**src/rtl/aes_pkg.sv**
```systemverilog
// Shared AES helpers: block-size legality, ShiftRows row offsets and the column-major byte index.
// Used by the shift-rows, mix-columns and add-round-key stages.
package aes_pkg;

  function automatic bit nb_legal(input int nb);
    return (nb == 4) || (nb == 6) || (nb == 8);
  endfunction

  // Rijndael uses offsets 0,1,2,3 for NB=4/6 but 0,1,3,4 for NB=8
  function automatic int shift_of(input int nb, input int r);
    if ((nb == 8) && (r >= 2)) return r + 1;
    return r;
  endfunction

  function automatic int byte_idx(input int r, input int c);
    return 4 * c + r;
  endfunction

endpackage

```
**src/rtl/shift_rows_perm.sv**
```systemverilog
// Combinational ShiftRows / InvShiftRows byte permutation; all source indices are fixed at elaboration.
module shift_rows_perm
  import aes_pkg::*;
#(
  parameter  int NB = 4,
  localparam int W  = 32 * NB
) (
  input  logic [W-1:0] data,
  input  logic         inv,
  output logic [W-1:0] perm_data
);

  genvar r, c;
  generate
    for (r = 0; r < 4; r++) begin : g_row
      for (c = 0; c < NB; c++) begin : g_col
        localparam int S       = shift_of(NB, r);
        localparam int FWD_SRC = (c + S) % NB;
        localparam int INV_SRC = (c - S + NB) % NB;
        localparam int DST_BIT = W - 1 - 8 * byte_idx(r, c);
        localparam int FWD_BIT = W - 1 - 8 * byte_idx(r, FWD_SRC);
        localparam int INV_BIT = W - 1 - 8 * byte_idx(r, INV_SRC);

        assign perm_data[DST_BIT -: 8] = inv ? data[INV_BIT -: 8] : data[FWD_BIT -: 8];
      end
    end
  endgenerate

endmodule

```
**src/rtl/shift_rows_pipe.sv**
```systemverilog
// Registered ShiftRows / InvShiftRows stage: permutation in front of a 2-entry elastic buffer
// with valid/ready handshaking on both sides.
module shift_rows_pipe
  import aes_pkg::*;
#(
  parameter  int NB = 4,
  localparam int W  = 32 * NB
) (
  input  logic         clk,
  input  logic         rst_n,
  input  logic         in_valid,
  output logic         in_ready,
  input  logic [W-1:0] in_data,
  input  logic         in_inv,
  output logic         out_valid,
  input  logic         out_ready,
  output logic [W-1:0] out_data
);

  if (!nb_legal(NB)) begin : g_nb_check
    $error("shift_rows_pipe: NB must be 4, 6 or 8");
  end

  logic [W-1:0] perm_data;
  logic [W-1:0] entry [2];
  logic         wr_ptr;
  logic         rd_ptr;
  logic [1:0]   cnt;
  logic         push;
  logic         pop;

  shift_rows_perm #(.NB(NB)) u_perm (
    .data      (in_data),
    .inv       (in_inv),
    .perm_data (perm_data)
  );

  assign in_ready  = (cnt != 2'd2);
  assign out_valid = (cnt != 2'd0);
  assign out_data  = entry[rd_ptr];
  assign push      = in_valid & in_ready;
  assign pop       = out_valid & out_ready;

  // Entries are cleared on reset so out_data never carries X or stale beats
  always_ff @(posedge clk or negedge rst_n) begin
    if (!rst_n) begin
      cnt      <= 2'd0;
      wr_ptr   <= 1'b0;
      rd_ptr   <= 1'b0;
      entry[0] <= '0;
      entry[1] <= '0;
    end else begin
      if (push) begin
        entry[wr_ptr] <= perm_data;
        wr_ptr        <= ~wr_ptr;
      end
      if (pop) begin
        rd_ptr <= ~rd_ptr;
      end
      case ({push, pop})
        2'b10:   cnt <= cnt + 2'd1;
        2'b01:   cnt <= cnt - 2'd1;
        default: cnt <= cnt;
      endcase
    end
  end

endmodule

```
**config.mk**
```make
export PLATFORM = sky130hd
export DESIGN_NAME = shift_rows_pipe
export DESIGN_NICKNAME = d
export VERILOG_FILES = /design/src/rtl/aes_pkg.sv /design/src/rtl/shift_rows_perm.sv /design/src/rtl/shift_rows_pipe.sv
export SDC_FILE = /design/constraint.sdc
export NUM_CORES = 1
export LEC_CHECK = 0
export CAP_MARGIN = 0
export CORE_MARGIN = 4
export CORE_UTILIZATION = 52
export CTS_CLUSTER_SIZE = 20
export DETAILED_ROUTE_END_ITERATION = 6
export PLACE_DENSITY = 0.82
export SYNTH_ARGS = -nofsm -noshare
export SYNTH_HDL_FRONTEND = slang
export SYNTH_SLANG_ARGS = --single-unit
export TNS_END_PERCENT = 10
```
**constraint.sdc**
```tcl
create_clock -name clk -period 1.7 [get_ports clk]
set_input_delay 0.425 -clock clk [delete_from_list [all_inputs] [get_ports clk]]
set_output_delay 0.425 -clock clk [all_outputs]
set_load 0.005 [all_outputs]
```
After elaboration in Yosys (flattened, before gate mapping)
Cells that the tools add are included.

operators by class
  $add $sub $neg = 2
  order comparisons = 3
  equal/unequal tests = 3
  muxes and demuxes = 15
  bitwise logic cells = 6
  reduce and logical (&&, ||, !) cells = 3

operators by type and width
  kind                                                      number
  two-way mux 128 bit                                       4
  bitwise mux 256 bit                                       1
  demux 128 bit (select 1 bit)                              1
  two-way mux 8 bit                                         8
  greater-or-equal comparator 2 bit, second input constant  2
  NOT 1 -> 2 bit                                            2
  case mux 2 bit (2 select lines)                           1
  nonzero test 2 bit                                        2
  adder 2 x 1 -> 2 bit, second input constant               1
  bitwise AND 1 bit                                         2
  == test 2 x 1 -> 1 bit, second input constant             1
  == test 2 bit, second input constant                      1
  < comparator 2 x 1 -> 1 bit, second input constant        1
  != test 2 bit, second input constant                      1
  NOT 1 bit                                                 2
  subtractor 2 x 1 -> 2 bit, second input constant          1
  logical AND 1 bit                                         1

storage, ports and cells
  register bits after elaboration = 260
  input bits = 133
  output and inout port bits = 130
  word-level logic and storage cells = 37

Logic depth before layout (Yosys ltp)
  depth in word-level cells = 6
  gate-level depth with buffers = 6

Hierarchy
Synthesis repeated with hierarchy kept, for this count alone.

second synthesis, totals
  cell total of the unflattened synthesis = 834
  area total of the unflattened synthesis = 13973.4 um^2

by module, submodules not included
  module           times used  cells an instance  area an instance (um^2)
  shift_rows_pipe  1           699                12415.7
  shift_rows_perm  1           135                1557.7

Worst setup path before layout
No wires, ideal clock.

  kind = input -> register
  from = in in_inv
  to = reg entry[224] (netlist bit)
  data arrival time = 1.524 ns
  required time = 1.575 ns
  path slack = 0.051 ns
  cell stages on the path = 4
  path buffers = 2
  path through = buf_4 clkbuf_1 mux2_2 mux2_2

between the ends
  cells in the longest elaborated chain, start to end = 2

RTL lines
  element                        line                   source
  start, declared                shift_rows_pipe.sv:14  input logic in_inv,
  two-way mux 8 bit              shift_rows_perm.sv:24  assign perm_data[DST_BIT -: 8] = inv ? data[INV_BIT -: 8] : data[FWD_BIT -: 8];
  bitwise mux 256 bit            shift_rows_pipe.sv:54  entry[wr_ptr] <= perm_data;
  end signal, assigned by index  shift_rows_pipe.sv:54
  end, declared                  shift_rows_pipe.sv:25  logic [W-1:0] entry [2];

No other way between the ends.
A chain may end at the register's enable or synchronous reset.

Worst setup path after layout
  from = reg rd_ptr
  to = out out_data[86]

between the ends
  cells in the longest elaborated chain, start to end = 4

RTL lines
  element                                                  line                   source
  start, declared                                          shift_rows_pipe.sv:27  logic rd_ptr;
  start signal, assigned                                   shift_rows_pipe.sv:58  rd_ptr <= ~rd_ptr;
  NOT 1 -> 2 bit (not written as such)                     shift_rows_pipe.sv:40  assign out_data = entry[rd_ptr];
  two-way mux 128 bit (not written as such) (3 in series)  shift_rows_pipe.sv:40
  end, declared                                            shift_rows_pipe.sv:17  output logic [W-1:0] out_data

No other way between the ends. The select of a mux whose other input is x is not followed.

==> results.py <==
metrics = {
    "place": {
        "portBuffers": 262,
        "finalWeightedCongestion": 0.7697,
        "dpl_worst_slack_ns": -0.3311,
        "place_area_sq_um": 16360,
        "dpl.hpwl_um": 20760,
        "placed_cells": 1372,
    },
    "worst_hold_path": {
        "hold_class": "input port to async pin",
    },
    "worst_setup_path": {
        "crit_type": "register to output pin",
        "cp-startpoint": "rd_ptr$_DFFE_PN0P_",
        "rr_endpoint": "entry[11]$_DFFE_PN0P_",
        "end_kind": "output pin",
        "path_max_fanout": 5,
        "r2r_slack_ns": 0.12,
        "r2r_start": "cnt[1]$_DFFE_PN0P_",
        "arrival_ns": 2.09,
        "critPathCapture": "out_data[86]",
        "worst_r2r_path_depth": 5,
        "crit_required_ns": 1.27,
        "startpoint_type": "register",
    },
    "clock_network": {
        "root_buffer": "clkbuf_16",
        "htreeDepth": 1,
        "cts_buffer_depth": 3,
        "cts_buffers": 28,
        "cts_sinks": 260,
        "cts.clk_slew.worst_paths_ns": 0.06,
        "clk_latency_ns": 0.53,
        "cts_tree": "done",
    },
    "timing": {
        "slew_headroom_pct": 68.23,
        "rsz0062_at_grt": "yes",
        "worstMarginPinSlew_ns": 0.4766,
        "setup_violations": 129,
        "finClkSkew_ns": 0.01550,
        "setup_slack_ns": -0.8143,
        "finalMaxSlewViolations": 0,
        "min_period_ns": 2.514,
        "hold_viol": 0,
        "fin_crit_sh_pct": 147.9,
        "fmax_mhz": 397.7,
    },
    "drt": {
        "drt_iter0_markers": 315,
        "drc": 0,
        "routedWlPerCell_um": 22.05,
        "drtPass1Iterations": 4,
        "wl_um": 31960,
        "ant_nets": 0,
        "num_vias": 7661,
        "viasPerCell": 5.287,
    },
    "power": {
        "peakVddDrop_mv": 1.156,
        "power_density_nw_per_um2": 2042,
        "p_leak_nw": 8.316,
    },
    "yosys": {
        "async_reset_ff_share_pct": 100.0,
        "syn-num-nets": 904,
        "synth_seq_cells": 260,
        "synth_enable_flop_cells": 0,
        "synthCells": 770,
        "yosysUniqueCellTypes": 19,
        "synth.yosys.seq_area_share_pct": 49.60,
        "synth_area_sq_um": 13120,
        "yosysWarnings": 0,
        "synth_top_area_cell": "dfrtp_1",
        "ys.flop_type": "dfrtp_1",
        "synth_most_common_cell": "dfrtp_1",
        "synth_area_per_cell_sq_um": 17.03,
        "yosys.area.top_type_share_pct": 49.60,
        "synth.top_cells.by_area": "dfrtp_1 (50%), mux2_4 (25%), mux2_2 (20%), buf_12 (3.7%), buf_2 (0.53%)",
        "synth_common_cells": "dfrtp_1 (260), mux2_2 (229), mux2_4 (219), buf_12 (24), buf_2 (14)",
    },
    "global_routing": {
        "grt_pass1_wl_um": 49360,
        "grt_overflow_total": 0,
        "antenna_found_initial": 0,
        "grt_pass1_vias": 8799,
        "track_usage_pct": 21.68,
        "grt_max_degree": 52,
    },
    "layout": {
        "final_nets": 1237,
        "drive_gt1_share_pct": 58.49,
        "antenna-diode-count": 0,
        "instances_no_fill": 1449,
        "fin_area_sq_um": 17680,
        "area_growth_syn_to_layout_pct": 34.76,
    },
    "die": {
        "die-area_sq_um": 27830,
        "chipHeight_um": 166.8,
        "initial_core_util_pct": 53.46,
        "core_region_area_sq_um": 24530,
        "dieWidth_um": 166.8,
        "ios": 263,
        "rows": 57,
    },
    "status": {
        "violations": "negative setup slack",
        "outcome": "finished with violations",
    },
    "job": {
        "maxCapViolCount": 0,
    },
}
==> layout by cell type, fill, tap and decap left out, types with 2 or more instances in the layout <==
cell,count
buf_12,31
buf_8,3
buf_6,17
clkinv_2,7
clkbuf_1,3
buf_4,44
dfrtp_1,258
clkbuf_16,32
mux2_2,217
dlygate4sd2_1,18
bufinv_16,3
clkbuf_8,7
buf_16,6
dlymetal6s2s_1,44
clkdlybuf4s50_1,134
xor2_1,2
clkinvlp_4,2
clkbuf_2,39
mux2_4,231
buf_2,11
xnor2_1,3
==> worst max-delay path, stage by stage, from the launching register on <==
cell and delay, ns:
dfrtp_4 0.49, buf_6 0.14, buf_12 0.12, buf_12 0.12, buf_8 0.13, buf_16 0.14
mux2_4 0.31, buf_6 0.12
==> worst min path at each step <==
stage,to,startpoint,cells past startpoint,slack [ns]
after floorplan,cnt[0]$_DFFE_PN0P_,rst_n,0,0.13
after global placement,entry[15]$_DFFE_PN0P_,rst_n,1,0.38
after detailed placement,entry[15]$_DFFE_PN0P_,rst_n,1,0.39
after CTS,entry[224]$_DFFE_PN0P_,rst_n,2,0.42
after global routing,entry[15]$_DFFE_PN0P_,rst_n,2,0.46
final,entry[15]$_DFFE_PN0P_,rst_n,2,0.44
==> state kept, by name, summed over array words and instances (netlist names) <==
| name | count |
|---|---|
| entry | 256 |
| cnt | 2 |
| rd_ptr | 1 |
| wr_ptr | 1 |
==> power by group <==
part           leakage, nW  switching [W]  internal, W
Combinational         4.77        0.00613       0.0122
Sequential            3.06        0.00192      0.00944
Clock                0.485        0.00249      0.00387
==> cell type report <==
class	count	area [sq um]
tap	324	405.4
fill	1587	6858
clock inverter	13	148.9
sequential	260	6511
multi-input combinational	461	6028
timing repair buffer	352	3749
clock buffer	39	833.3
==> metal layers <==
layer,GRT usage [%],vias up,wire length [um]
li1,-,3441,-
met1,29.95,3957,14370
met2,36.16,226,15570
met3,4.243,37,1527
met4,4.198,0,490
met5,0,-,0
==> kinds of logic after synthesis <==
group / synth area share (%)
xor+xnor: 0.3339
fa+ha+maj: 0.09538
buf+inv: 4.798
flops: 49.60
mux: 44.73
simple gates: 0.4388
==> metrics by stage <==
stage / setup TNS, ns / util, % / power, W / hold slack (ns)
floorplan: 0 / - / 0.02185 / 0.1294
detailed placement: -97.43 / 66.67 / 0.02950 / 0.3903
finish: -79.59 / 72.05 / 0.03609 / 0.4351
CTS: -94.63 / 71.26 / 0.03610 / 0.4234
global route: -86.80 / 72.05 / 0.03790 / 0.4562
global placement: -93.70 / 66.67 / 0.02911 / 0.3844
==> timing repair <==
item | 4_1_cts | 5_1_grt
hold buffers | 1 | 0
setup endpoints to repair | 130 | 130
hold endpoints to repair | 39 | 0
gates resized for setup | 204 | 116
cloned | 4 | 5
buffers inserted | 3 | 12
Note: power is estimated with default switching activity, not from simulation.
